### config.mk
export PLATFORM = sky130hd
export DESIGN_NAME = digit_serial_adder
export DESIGN_NICKNAME = d
export VERILOG_FILES = /design/src/rtl/digit_serial_adder.sv
export SDC_FILE = /design/constraint.sdc
export NUM_CORES = 1
export LEC_CHECK = 0
export ABC_AREA = 1
export BUFFER_PORTS_ARGS = -buffer_cell sky130_fd_sc_hd__buf_4
export CAP_MARGIN = 20
export CELL_PAD_IN_SITES_DETAIL_PLACEMENT = 0
export CELL_PAD_IN_SITES_GLOBAL_PLACEMENT = 1
export CORE_MARGIN = 2
export CORE_UTILIZATION = 44
export DETAILED_ROUTE_END_ITERATION = 16
export GPL_ROUTABILITY_DRIVEN = 0
export PLACE_DENSITY = 0.93
export SLEW_MARGIN = 15
export SYNTH_ARGS = -nofsm -noshare
export SYNTH_HDL_FRONTEND = slang
export SYNTH_SLANG_ARGS = --single-unit
### constraint.sdc
create_clock -name i_clk -period 2.73 [get_ports i_clk]
set_input_delay 0.546 -clock i_clk [delete_from_list [all_inputs] [get_ports i_clk]]
set_output_delay 0.546 -clock i_clk [all_outputs]
set_load 0.02 [all_outputs]
### src/rtl/digit_serial_adder.sv
// Digit-serial add/subtract: one DIGIT-bit ripple slice reused over WIDTH/DIGIT cycles,
// with the carry held in a register between slices and a start/busy/done handshake.
module digit_serial_adder #(
  parameter int WIDTH = 8,
  parameter int DIGIT = 1
) (
  input  logic             i_clk,
  input  logic             i_rst,
  input  logic             i_start,
  input  logic [WIDTH-1:0] i_a,
  input  logic [WIDTH-1:0] i_b,
  input  logic             i_carry_in,
  input  logic             i_sub,
  output logic             o_busy,
  output logic             o_done,
  output logic [WIDTH-1:0] o_sum,
  output logic             o_carry_out,
  output logic             o_overflow
);

  localparam int N  = WIDTH / DIGIT;
  localparam int CW = (N > 1) ? $clog2(N) : 1;

  generate
    if (WIDTH < 1 || DIGIT < 1 || (WIDTH % DIGIT) != 0) begin : g_bad_param
      $error("digit_serial_adder: DIGIT must divide WIDTH exactly");
    end
  endgenerate

  typedef enum logic {S_IDLE, S_RUN} state_t;

  state_t           r_state, w_state_nxt;
  logic [WIDTH-1:0] r_a, r_b, r_res;
  logic             r_carry;
  logic [CW-1:0]    r_cnt;
  logic             w_accept, w_last;

  logic [DIGIT:0]         w_dsum;
  logic [WIDTH+DIGIT-1:0] w_cat;
  logic [WIDTH-1:0]       w_res_nxt;
  logic                   w_msb_cin;

  assign w_dsum    = {1'b0, r_a[DIGIT-1:0]} + {1'b0, r_b[DIGIT-1:0]} + {{DIGIT{1'b0}}, r_carry};
  assign w_cat     = {w_dsum[DIGIT-1:0], r_res};
  assign w_res_nxt = w_cat[WIDTH+DIGIT-1:DIGIT];
  // Carry into the top bit of the slice, recovered from its sum bit; only meaningful on the last digit.
  assign w_msb_cin = r_a[DIGIT-1] ^ r_b[DIGIT-1] ^ w_dsum[DIGIT-1];

  assign o_busy = (r_state == S_RUN);

  always_comb begin
    w_state_nxt = r_state;
    w_accept    = 1'b0;
    w_last      = 1'b0;
    case (r_state)
      S_IDLE: if (i_start) begin
        w_accept    = 1'b1;
        w_state_nxt = S_RUN;
      end
      S_RUN: if (r_cnt == CW'(N - 1)) begin
        w_last      = 1'b1;
        w_state_nxt = S_IDLE;
      end
      default: w_state_nxt = S_IDLE;
    endcase
  end

  always_ff @(posedge i_clk or posedge i_rst) begin
    if (i_rst) r_state <= S_IDLE;
    else       r_state <= w_state_nxt;
  end

  always_ff @(posedge i_clk or posedge i_rst) begin
    if (i_rst) begin
      r_a         <= '0;
      r_b         <= '0;
      r_res       <= '0;
      r_carry     <= 1'b0;
      r_cnt       <= '0;
      o_done      <= 1'b0;
      o_sum       <= '0;
      o_carry_out <= 1'b0;
      o_overflow  <= 1'b0;
    end else begin
      o_done <= w_last;
      if (w_accept) begin
        // Subtract is a + ~b + 1, so the inversion and the +1 are folded in at capture.
        r_a     <= i_a;
        r_b     <= i_sub ? ~i_b : i_b;
        r_carry <= i_carry_in ^ i_sub;
        r_cnt   <= '0;
      end else if (r_state == S_RUN) begin
        r_a     <= r_a >> DIGIT;
        r_b     <= r_b >> DIGIT;
        r_res   <= w_res_nxt;
        r_carry <= w_dsum[DIGIT];
        r_cnt   <= r_cnt + 1'b1;
      end
      if (w_last) begin
        o_sum       <= w_res_nxt;
        o_carry_out <= w_dsum[DIGIT];
        o_overflow  <= w_msb_cin ^ w_dsum[DIGIT];
      end
    end
  end

endmodule

==> metrics.yaml <==
dpl.hpwl_um: 2138
antenna_found_initial: 0
clock-root-buffer: "clkbuf_8"
rsz0062_at_grt: "no"
cp_num_buf_inv: 1
post-cts-setup-buffers: 0
drc: 0
slowest_stage: "dfrtp_1"
clkLatencyLatePin_ns: 0.29
synth_cell_types: 23
met1Wirelength_um: 1390
grt_max_degree: 40
crit_family: "flip-flops"
final_area_um2: 2107
hold_viol_final: 0
top_layer: "met4"
maxCapViolations: 0
cts_resized: 0
syn_area_um2: 1743
clockBufferDepth: 2
syn_inst: 185
drive_above_1_share_pct: 21.46
cp_data_required_time_ns: 2.18
port_buffers: 32
grt_overflow: 0
synth_most_common_cell: "nand2_1"
synth-async-reset-ratio_pct: 100.0
fin_tns_setup_ns: 0
layout_worst_path_cycle_share_pct: 58.83
wl_per_cell_um: 11.50
regArea_um2: 975.9
post_dp_cell_area_um2: 2008
die_x_um: 66.94
slowest_delay_ns: 0.56
path_class: "flip-flop to primary output"
fin_nets: 242
synth_edf_count: 0
crit_chain: "buf_4"
cts_num_sinks: 39
fp.coreArea_um2: 3744
ys_ff_latch: 39
synth_top_area_share_pct: 55.99
drtIter0Drc: 91
antenna_left: 0
cts_hold_buffers: 0
multi_input_area_um2: 631.9
avgSynthCellArea_um2: 9.421
fin_crit_ns: 1.606
cp_data_arrival_time_ns: 1.06
synthesis.yosys.warnings: 0
tightest_slew_ns: 0.5279
dominantRegCellSynth: "dfrtp_1"
synthTopCellsByCount: "64 x nand2_1, 39 x dfrtp_1, 20 x inv_1, 16 x o21ai_0, 8 x xor2_1"
die-height_um: 66.94
num_antenna_cells: 0
cts_tree: "built"
powerDensity_nw_per_um2: 1082
wl_met3_um: 207
cp_max_fo: 10
numCtsBuffers: 5
grt_usage_pct: 16.32
crit_path_start_kind: "flip-flop"
wl_um: 3071
vias_per_cell: 4.787
die-area_um2: 4480
slew_headroom_pct: 64.72
hold_slack_ns: 0.3519
synth_top_cell_by_area: "dfrtp_1"
grt_pass1_wl_um: 5382
vias: 1278
fill_cells: 349
fmax_ghz: 0.6226
wl_met2_um: 1425
irDropWorstVdd_uv: 341.3
initial_core_util_pct: 46.56
p_leak_nw: 1.077
fp-row-count: 22
status: "completed"
synth_fp_nets: 209
hp-class: "input port to async pin"
grt_pass1_vias: 1252
htree_levels: 2
netlist_top_cells_area: "dfrtp_1 56%, nand2_1 14%, o21ai_0 4.6%"
area_growth_pct: 20.89
setup-violations-final: 0
drv_slew: 0
clk_pin_slew_ns: 0.08
first_pass_iters: 4
p_total_mw: 2.279
yosysSeqAreaShare_pct: 55.99
num_io_pins: 33
critPathCaptureType: "primary output"
clock_skew_ns: 0.007143
-- layer usage --
| metal | global-route usage (%) | vias up |
|---|---|---|
| met5 | 0 | - |
| met4 | 6.122 | 0 |
| met3 | 5.236 | 5 |
| met2 | 27.00 | 40 |
| met1 | 19.78 | 579 |
| li1 | - | 654 |
-- state kept, by name, summed over array words and instances, names as in the netlist --
register and flops:
o_overflow 1, o_sum 8, r_carry 1, o_carry_out 1, r_res 7, r_a 8, r_cnt 3, o_done 1
o_busy 1, r_b 8
-- kinds of logic after synthesis --
| group | synth area share [%] |
|---|---|
| AOI/OAI and AO/OA | 12.99 |
| xor gates and xnor gates | 4.020 |
| adders and majority gates | 2.584 |
| buffers and inverters | 7.753 |
| DFF | 55.99 |
| and+or+nand+nor | 16.65 |
-- layout by cell type (no fill, tap or decap), types with 2 or more instances in the layout --
master / n
a22o_1: 2
a22oi_1: 7
buf_4: 34
clkbuf_8: 6
dfrtp_1: 39
ha_1: 2
inv_1: 20
nand2_1: 64
nor2_1: 2
o211ai_1: 3
o21ai_0: 16
o221ai_1: 5
xor2_1: 8
-- final timing paths --
| path | from | to | slack (ns) | depth (start not counted) |
|---|---|---|---|---|
| worst min register to register | r_cnt[0] | r_cnt[0] | 0.48 | 1 |
| max in group asynchronous | i_rst | o_done | 2.04 | 3 |
| worst max-delay path | o_busy | o_busy | 1.12 | 1 |
| min in group i_clk | i_a[5] | r_a[5] | 0.45 | 3 |
| worst max register to register | r_cnt[0] | o_overflow | 1.16 | 6 |
| worst min-delay path | i_rst | r_res[3] | 0.35 | 3 |
-- stage by stage --
stage	worst slack, ns	std cells	utilization (%)
6_report	1.124	267	56.28
5_1_grt	0.9869	267	56.28
2_1_floorplan	1.295	185	-
3_3_place_gp	1.143	259	53.64
4_1_cts	1.109	267	56.28
3_5_place_dp	1.164	259	53.64
-- layout make-up --
| cell class | instances | share of cell area [%] |
|---|---|---|
| well taps | 48 | 2.850 |
| multi-input cells | 116 | 29.99 |
| clock inverters | 2 | 0.7720 |
| clock buffers | 6 | 3.919 |
| repair buffers | 34 | 12.11 |
| inverters | 22 | 4.038 |
| flip-flops and latches | 39 | 46.32 |
-- report_power, final --
part	internal, mW	switching (mW)	leakage, nW
combinational	0.370	0.536	0.525
sequential	0.813	0.150	0.505
clock	0.206	0.204	0.0474
total	1.39	0.890	1.08
(Power assumes the default switching activity.)
